## config.mk

```make
export PLATFORM = sky130hd
export DESIGN_NAME = uart_rx_only
export DESIGN_NICKNAME = d
export VERILOG_FILES = /design/src/rtl/uart_rx_only.sv
export SDC_FILE = /design/constraint.sdc
export NUM_CORES = 1
export LEC_CHECK = 0
export CAP_MARGIN = 20
export CORE_MARGIN = 3
export CORE_UTILIZATION = 50
export CTS_CLUSTER_DIAMETER = 30
export CTS_CLUSTER_SIZE = 12
export DETAILED_ROUTE_END_ITERATION = 10
export GPL_TIMING_DRIVEN = 0
export PLACE_DENSITY = 0.71
export SLEW_MARGIN = 20
export SYNTH_ARGS = -nofsm -noshare
export SYNTH_HDL_FRONTEND = slang
export SYNTH_SLANG_ARGS = --single-unit
export TNS_END_PERCENT = 100
```

## constraint.sdc

```tcl
create_clock -name sys_clk_i -period 4.3 [get_ports sys_clk_i]
set_clock_uncertainty 0.2 [all_clocks]
set_input_delay 0.86 -clock sys_clk_i [delete_from_list [all_inputs] [get_ports sys_clk_i]]
set_output_delay 0.86 -clock sys_clk_i [all_outputs]
set_load 0.1 [all_outputs]
```

## src/rtl/uart_rx_only.sv

```systemverilog
// uart_rx_only: 8N1 UART receiver with fractional 16x oversampling, majority vote and ready/read holding register
module uart_rx_only #(
  parameter int CLK_HZ = 68000000,
  parameter int BAUD   = 115200,
  parameter int ACC_W  = 32
) (
  input  logic       sys_clk_i,
  input  logic       sys_rst_n_i,
  input  logic       uart_rx,
  input  logic       uart_rd_i,
  output logic [7:0] uart_dat_o,
  output logic       uart_rdy_o,
  output logic       uart_frame_err_o,
  output logic       uart_overrun_o,
  output logic       uart_rx_busy_o
);

  typedef enum logic [2:0] {IDLE, START, DATA, STOP, WAIT_HIGH} state_t;

  localparam logic [ACC_W-1:0] INC = ACC_W'(16 * BAUD);
  localparam logic [ACC_W-1:0] LIM = ACC_W'(CLK_HZ);

  state_t           state_q, state_d;
  logic             rx_m_q, rx_s_q;
  logic [ACC_W-1:0] acc_q, acc_d, sum;
  logic             tick;
  logic [3:0]       cnt_q, cnt_d;
  logic [1:0]       smp_q, smp_d;
  logic             vote_q, vote_d;
  logic [2:0]       idx_q, idx_d;
  logic [7:0]       shr_q, shr_d;
  logic [7:0]       dat_q, dat_d;
  logic             rdy_q, rdy_d;
  logic             ferr_q, ferr_d;
  logic             ovr_q, ovr_d;
  logic             busy_q, busy_d;
  logic             maj, vote_tick, end_tick, load;

  // fractional 16x baud tick: add 16*BAUD each cycle, wrap at CLK_HZ
  always_comb begin
    sum   = acc_q + INC;
    tick  = sum >= LIM;
    acc_d = tick ? sum - LIM : sum;
  end

  // receive FSM next state, mid-bit vote and holding register update
  always_comb begin
    maj       = (smp_q[0] & smp_q[1]) | (rx_s_q & (smp_q[0] | smp_q[1]));
    vote_tick = tick && cnt_q == 4'd9;
    end_tick  = tick && cnt_q == 4'd15;
    state_d   = state_q;
    cnt_d     = tick ? cnt_q + 4'd1 : cnt_q;
    smp_d     = {(tick && cnt_q == 4'd8) ? rx_s_q : smp_q[1], (tick && cnt_q == 4'd7) ? rx_s_q : smp_q[0]};
    vote_d    = vote_tick ? maj : vote_q;
    idx_d     = idx_q;
    shr_d     = shr_q;
    load      = 1'b0;
    ferr_d    = 1'b0;
    case (state_q)
      IDLE: if (!rx_s_q) begin
        state_d = START;
        cnt_d   = '0;
        smp_d   = '0;
        vote_d  = 1'b0;
      end
      START: if (end_tick) begin
        state_d = vote_q ? IDLE : DATA;
        idx_d   = '0;
      end
      DATA: if (end_tick) begin
        shr_d   = {vote_q, shr_q[7:1]};
        idx_d   = idx_q + 3'd1;
        state_d = (idx_q == 3'd7) ? STOP : DATA;
      end
      STOP: if (vote_tick) begin
        state_d = maj ? IDLE : WAIT_HIGH;
        load    = maj;
        ferr_d  = ~maj;
      end
      WAIT_HIGH: state_d = rx_s_q ? IDLE : WAIT_HIGH;
      default: state_d = IDLE;
    endcase
    dat_d  = load ? shr_q : dat_q;
    rdy_d  = load | (rdy_q & ~uart_rd_i);
    ovr_d  = load & rdy_q & ~uart_rd_i;
    busy_d = state_d != IDLE;
  end

  // synchronizer, tick accumulator, FSM and registered outputs
  always_ff @(posedge sys_clk_i or negedge sys_rst_n_i) begin
    if (!sys_rst_n_i) begin
      rx_m_q  <= 1'b1;
      rx_s_q  <= 1'b1;
      acc_q   <= '0;
      state_q <= IDLE;
      cnt_q   <= '0;
      smp_q   <= '0;
      vote_q  <= 1'b0;
      idx_q   <= '0;
      shr_q   <= '0;
      dat_q   <= '0;
      rdy_q   <= 1'b0;
      ferr_q  <= 1'b0;
      ovr_q   <= 1'b0;
      busy_q  <= 1'b0;
    end else begin
      rx_m_q  <= uart_rx;
      rx_s_q  <= rx_m_q;
      acc_q   <= acc_d;
      state_q <= state_d;
      cnt_q   <= cnt_d;
      smp_q   <= smp_d;
      vote_q  <= vote_d;
      idx_q   <= idx_d;
      shr_q   <= shr_d;
      dat_q   <= dat_d;
      rdy_q   <= rdy_d;
      ferr_q  <= ferr_d;
      ovr_q   <= ovr_d;
      busy_q  <= busy_d;
    end
  end

  assign uart_dat_o       = dat_q;
  assign uart_rdy_o       = rdy_q;
  assign uart_frame_err_o = ferr_q;
  assign uart_overrun_o   = ovr_q;
  assign uart_rx_busy_o   = busy_q;

endmodule

```

==> results of run 1 <==
[state kept, by name, summed over array words and instances, names as in the netlist]
name and cells:
rx_s_q 1, uart_overrun_o 1, uart_rx_busy_o 1, idx_q 3, cnt_q 4, rx_m_q 1, smp_q 2, vote_q 1
acc_q 24, uart_dat_o 8, state_q 3, uart_frame_err_o 1, uart_rdy_o 1, shr_q 8
[logic make-up (layout without fill, tap and decap cells)]
kind of cell | after synthesis | count (layout) | share of synthesized area, %
simple gates | 114 | 114 | 19.1
compound gates | 64 | 64 | 14.7
flops | 59 | 59 | 43.3
xor+xnor | 35 | 35 | 9.42
buf+inv | 22 | 54 | 3.00
mux | 21 | 21 | 6.93
fa+ha+maj | 10 | 10 | 3.59
[through the flow]
stage	utilization [%]	hold WS [ns]	power (mW)
2_1_floorplan	-	0.145	0.568
3_3_place_gp	56.4	0.146	0.582
6_report	60.0	0.161	1.11
4_1_cts	60.0	0.163	1.13
5_1_grt	60.0	0.166	1.15
3_5_place_dp	56.7	0.149	0.584
[worst paths after layout]
path | slack (ns) | cells past startpoint | endpoint
worst max-delay path | 0.91 | 10 | acc_q[11]
worst min-delay path | 0.16 | 0 | rx_s_q
worst max register to register | 0.91 | 10 | acc_q[11]
worst min register to register | 0.16 | 0 | rx_s_q
max in group asynchronous | 3.15 | 2 | rx_m_q
min in group asynchronous | 0.19 | 1 | acc_q[30]
[synthesized netlist by cell type, types with 3 or more instances]
cell type | number | area, µm²
nand3_1 | 12 | 60.1
or3_1 | 5 | 31.3
o211ai_1 | 7 | 52.6
dfrtp_1 | 57 | 1430
a21oi_1 | 7 | 35.0
nor4_1 | 3 | 18.8
nor2_1 | 22 | 82.6
o21ai_0 | 16 | 80.1
clkbuf_1 | 3 | 11.3
buf_2 | 7 | 35.0
nor2b_1 | 4 | 25.0
nand2_1 | 20 | 75.1
nor3_1 | 9 | 45.0
ha_1 | 9 | 113
mux2_2 | 17 | 191
nand3b_1 | 3 | 22.5
o2111ai_1 | 4 | 35.0
mux2i_1 | 3 | 30.0
xor2_1 | 18 | 158
and2_1 | 3 | 18.8
nand2b_1 | 7 | 43.8
inv_1 | 10 | 37.5
nand4_1 | 8 | 50.1
xnor2_1 | 15 | 131
[metal layers]
| layer | routed length (µm) | vias up |
|---|---|---|
| met5 | 0 | - |
| li1 | - | 1233 |
| met1 | 3340 | 1243 |
| met4 | 65 | 0 |
| met2 | 3240 | 75 |
| met3 | 387 | 7 |
[area by class of cell]
type,instances,area [µm²]
Fill cell,551,2600
Timing Repair Buffer,16,168
Inverter,10,37.5
Buffer,12,65.1
Multi-Input combinational cell,244,1840
Clock buffer,12,165
Sequential cell,59,1480
Clock inverter,4,47.5
Tap cell,77,96.3
[critical path, cell delays in order, from the launching register on]
cell and delay, ns:
dfrtp_1 0.45, ha_1 0.25, nand4_2 0.19, a211oi_2 0.43, nand4_1 0.17, xor2_1 0.33, nand3_4 0.19, clkbuf_1 0.31
nor2_1 0.47, nor2_1 0.11, xor2_1 0.16
[power breakdown]
part           leakage (nW)  switching, mW  internal [mW]
combinational         0.822         0.0110        0.00421
sequential            0.762       0.000878          0.557
clock                 0.108          0.222          0.313
==> reports/metrics.cfg, run 1 <==
[timing]
max-slew-margin-rel_pct=34.8
setup_slack_ns=0.910
fmax_mhz=295
final_max_slew_viol_count=0
setup_tns_ns=0
rsz0062_at_grt=no
tightestPinTransition_ns=0.974
setup_viol=0
finalCritPeriodShare_pct=78.8
hold_viol=0
period_needed_ns=3.39

[floorplan]
die_x_um=88.6
core_area_um2=6490
chipHeight_um=88.6
ios=16
fp.dieArea_um2=7860
start_util_pct=52.6
rows=29

[placed_design]
dpl_worst_slack_ns=0.944
placed_area_um2=3680
gp_congestion=0.937
dpl.cell_count=418
dp_hpwl_mm=4.83
io_buffers=15

[clock_network]
cts.path.max_buffers=2
insertion_delay_ns=0.34
cts_tree=yes
cts-hold-fix-buffers=0
postCtsSetupRepairBufs=0
cts-htree-levels=3
clkTransAtPathRegs_ns=0.07
cts_root_buf=clkbuf_8
cts_made_buffers=9
cts_resized=0
clock-sinks=59

[worst_setup_path]
setup.worst_path.start_class=register
cp.required_ns=4.32
r2r-start=acc_q[14]
crit_start=acc_q[14]
critical_path_class=register to register
critPathMaxFanout=10
cp_data_arrival_time_ns=3.41
endpoint_kind=register

[power]
peakVddDrop_uv=212
leakage_nw=1.69
powerDensity_nw_per_um2=284

[final_layout]
areaGrowthSynthToFinish_pct=14.1
num_antenna_cells=0
final_common_cell=dfrtp_1
fin_cells=434
nets=365
final_area_um2=3900
drive_above_1_share_pct=19.0
final_cell_mix=dfrtp_1 (57), nor2_1 (22), nand2_1 (20)

[synth]
synthCells=325
avgSynthCellArea_um2=10.5
synth_edf_count=0
yosysUniqueCellTypes=71
async_flop_share_pct=100
ys_warn_count=0
synth_ff_type=dfrtp_1
synth_area_um2=3410
yosysSeqAreaShare_pct=43.3
synth.net_count=338
ys_ff_latch=59

[global_route]
grt_pass1_wl_mm=12.0
grt_start_max_net_pins=40
grtUsageMet1_pct=27.5
met2_usage_pct=30.2
overflow=0
grt_pass1_vias=2414
grt.met3_usage_pct=6.42
grt.busiest_layer=met2
grt_antenna_before_repair=0
track_usage_pct=20.0

[detailed_routing]
drtAntennaViolNets=0
drtPass1Iterations=5
remaining_drc_errors=0
wl_per_cell_um=16.2
wl_mm=7.04
via_per_inst=5.89
drtIter0Drc=249
routed-via-count=2558

[flow_run]
drv_cap=0

[worst_hold_path]
hp-start=rx_m_q
hold_path.class=register to register

[status]
status=finished, final reports clean

Note: power is estimated with default switching activity, not from simulation.
==> run 2: changes to the inputs <==
--- a/config.mk
+++ b/config.mk
@@ -12,7 +12,7 @@
 export CTS_CLUSTER_SIZE = 12
 export DETAILED_ROUTE_END_ITERATION = 10
 export GPL_TIMING_DRIVEN = 0
-export PLACE_DENSITY = 0.71
+export PLACE_DENSITY = 0.74
 export SLEW_MARGIN = 20
 export SYNTH_ARGS = -nofsm -noshare
 export SYNTH_HDL_FRONTEND = slang
==> constraint.sdc (replaced) <==
create_clock -name sys_clk_i -period 3 [get_ports sys_clk_i]
set_clock_uncertainty 0.2 [all_clocks]
set_input_delay 0.6 -clock sys_clk_i [delete_from_list [all_inputs] [get_ports sys_clk_i]]
set_output_delay 0.6 -clock sys_clk_i [all_outputs]
set_load 0.1 [all_outputs]
==> run 2 against run 1 <==
Effect of this change: hold slack got worse by 0.0027 ns; non-clock buffer count rose by 16; sequential power rose by 43%; sequential share of layout area fell by 2.7 points; cell area rose by 7.9%; power rose by 48%; clock-buffer cell count rose by 2; via count rose by 1.4%; sequential cell count did not move; global-route usage fell by 0.45 points.
==> reports/metrics.cfg, run 2 (synthesis results as in run 1) <==
[worst_setup_path]
cp.required_ns=3.02  ; was 4.32 ns
setup.worst_path.start_class=register  ; unchanged
critPathMaxFanout=10  ; unchanged
cp_data_arrival_time_ns=3.01  ; was 3.41 ns
critPathMaxStageDelay_ns=0.43  ; was 0.47 ns
critical_path_class=register to register  ; unchanged
endpoint_kind=register  ; unchanged
r2r-start=acc_q[13]  ; was acc_q[14]
cpMaxStageDelayCell=dfrtp_1  ; was nor2_1
path_cells=ha_4 -> buf_4 -> nor4_2 -> nand4_1 -> o311ai_2 -> o311a_1 -> a21oi_4 -> or2_4 -> buf_6 -> and2_4 -> mux2_4  ; was ha_1 -> nand4_2 -> a211oi_2 -> nand4_1 -> xor2_1 -> nand3_4 -> clkbuf_1 -> nor2_1 -> nor2_1 -> xor2_1
crit_start=acc_q[13]  ; was acc_q[14]

[clock_network]
cts_root_buf=clkbuf_8  ; unchanged
clkTransAtPathRegs_ns=0.07  ; about the same
cts_made_buffers=9  ; unchanged
cts-htree-levels=3  ; unchanged
cts_tree=yes  ; unchanged
insertion_delay_ns=0.34  ; about the same
cts.path.max_buffers=2  ; unchanged
clock-sinks=59  ; unchanged

[final_layout]
fillers=503  ; was 551
largest_reg_flops=24  ; unchanged
multi_input_area_um2=1980  ; was 1840 µm²
largest-register=acc_q  ; unchanged
final_area_um2=4210  ; was 3900 µm²
final_cell_mix=dfrtp_1 (53), nor2_1 (21), buf_4 (19), nand2_1 (19), mux2_2 (17)  ; was dfrtp_1 (57), nor2_1 (22), nand2_1 (20)
areaGrowthSynthToFinish_pct=23.2  ; was 14.1%
drive_above_1_share_pct=26.8  ; was 19.0%
num_antenna_cells=0  ; unchanged
nets=381  ; was 365
final_common_cell=dfrtp_1  ; unchanged
register_area_um2=1480  ; about the same

[global_route]
overflow=0  ; unchanged
grt_start_max_net_pins=58  ; was 40
grtUsageMet1_pct=26.1  ; was 27.5%
grt_pass1_vias=2523  ; was 2414
grt.met3_usage_pct=6.15  ; was 6.42%
grt.busiest_layer=met2  ; unchanged
met2_usage_pct=30.4  ; was 30.2%
grt_pass1_wl_mm=11.8  ; was 12.0 mm
track_usage_pct=19.5  ; was 20.0%
grt_antenna_before_repair=0  ; unchanged

[detailed_routing]
drtPass1Iterations=4  ; was 5
drtAntennaViolNets=0  ; unchanged
wl_per_cell_um=16.2  ; about the same
drtIter0Drc=105  ; was 249
via_per_inst=5.76  ; was 5.89
routed-via-count=2593  ; was 2558
wl_mm=7.31  ; was 7.04 mm
remaining_drc_errors=0  ; unchanged

[placed_design]
io_buffers=15  ; unchanged
dpl_worst_slack_ns=-0.380  ; was 0.944 ns
placed_area_um2=3690  ; was 3680 µm²
dp_hpwl_mm=4.68  ; was 4.83 mm
gp_congestion=0.881  ; was 0.937

[timing]
fmax_mhz=335  ; was 295 MHz
max-slew-margin-rel_pct=22.6  ; was 34.8%
hold_viol=0  ; unchanged
finalCritPeriodShare_pct=99.4  ; was 78.8%
setup_viol=0  ; unchanged
final_max_slew_viol_count=0  ; unchanged
setup_slack_ns=0.0178  ; was 0.910 ns
tightestPinTransition_ns=1.15  ; was 0.974 ns
period_needed_ns=2.98  ; was 3.39 ns

[floorplan]
fp.dieArea_um2=7860  ; unchanged
rows=29  ; unchanged
core_area_um2=6490  ; unchanged
chipHeight_um=88.6  ; unchanged
ios=16  ; unchanged
start_util_pct=52.6  ; unchanged
die_x_um=88.6  ; unchanged

[worst_hold_path]
hp-start=rx_m_q  ; unchanged
hold_path.class=register to register  ; unchanged

[flow_run]
drv_cap=0  ; unchanged

[power]
leakage_nw=1.82  ; was 1.69 nW
powerDensity_nw_per_um2=391  ; was 284 nW/µm²
peakVddDrop_uv=409  ; was 212 µV

[status]
status=finished, final reports clean  ; unchanged

==> run 2: cell types whose count changed in the layout (fill, tap and decap cells not counted), moves of 4 or more <==
cell / previous run / this run
xor2_2: 2 / 6
buf_4: 2 / 19
dfrtp_1: 57 / 53
xor2_1: 18 / 14
buf_2: 7 / 3
dfrtp_2: 0 / 4
==> run 2: through the flow <==
stage	instances	hold slack [ns]	utilization, %	power (mW)	setup TNS, ns
4_1_cts	442	0.158	62.2	1.66	0
2_1_floorplan	325	0.104	-	0.814	0
3_5_place_dp	418	0.149	56.8	0.838	-11.25
5_1_grt	450	0.160	64.8	1.69	-0.364
6_report	450	0.158	64.8	1.64	0
3_3_place_gp	417	0.147	56.4	0.834	-56.49
==> run 2: layout make-up <==
class / instances / area share (%)
Buffer: 12 / 1.84
Clock buffer: 14 / 3.87
Clock inverter: 2 / 1.43
Inverter: 10 / 0.892
Multi-Input combinational cell: 244 / 47.0
Sequential cell: 59 / 35.3
Tap cell: 77 / 2.29
Timing Repair Buffer: 32 / 7.38
==> run 2: metal layers <==
| metal | share of wire (%) | wire length [µm] |
|---|---|---|
| met1 | 47 | 3450 |
| met2 | 48 | 3520 |
| met3 | 3.3 | 238 |
| met4 | 1.4 | 102 |
| met5 | 0 | 0 |
==> run 2: report_power, final <==
| group | leakage (nW) | total, mW | switching (mW) | internal [mW] |
|---|---|---|---|---|
| Combinational | 0.949 | 0.0242 | 0.0162 | 0.00798 |
| Clock | 0.111 | 0.820 | 0.305 | 0.515 |
| Sequential | 0.757 | 0.799 | 0.00121 | 0.798 |
| Total | 1.82 | 1.64 | 0.323 | 1.32 |
==> run 2: critical path, delay by kind of cell (launching register included) <==
kind                       cells  cell delay, ns
AOI/OAI and AO/OA              3            0.56
DFF                            1            0.43
adders and majority gates      1            0.20
buffers and inverters          2            0.33
muxes                          1            0.28
and+or+nand+nor                4            0.86
==> run 2: worst paths after layout <==
check | slack [ns] | cells after the start | end
min reg2reg | 0.16 | 0 | rx_s_q
min | 0.16 | 0 | rx_s_q
max | 0.02 | 11 | shr_q[2]
max reg2reg | 0.02 | 11 | shr_q[2]
max in group asynchronous | 1.68 | 3 | rx_s_q
min in group asynchronous | 0.40 | 2 | acc_q[29]
==> run 2: timing repair <==
item,in CTS,in global routing
resized for setup,16,22
buffers inserted,7,8
endpoints found under the hold margin,2,0
hold buffers,1,0
setup endpoints to repair,54,41
pin swaps,7,12
==> run 3: changes to the inputs <==
--- a/config.mk
+++ b/config.mk
@@ -9,7 +9,7 @@
 export CORE_MARGIN = 3
 export CORE_UTILIZATION = 50
 export CTS_CLUSTER_DIAMETER = 30
-export CTS_CLUSTER_SIZE = 12
+export CTS_CLUSTER_SIZE = 10
 export DETAILED_ROUTE_END_ITERATION = 10
 export GPL_TIMING_DRIVEN = 0
 export PLACE_DENSITY = 0.74
==> results of run 3 <==
Final layout, timing and power as in run 2 (identical DEF).
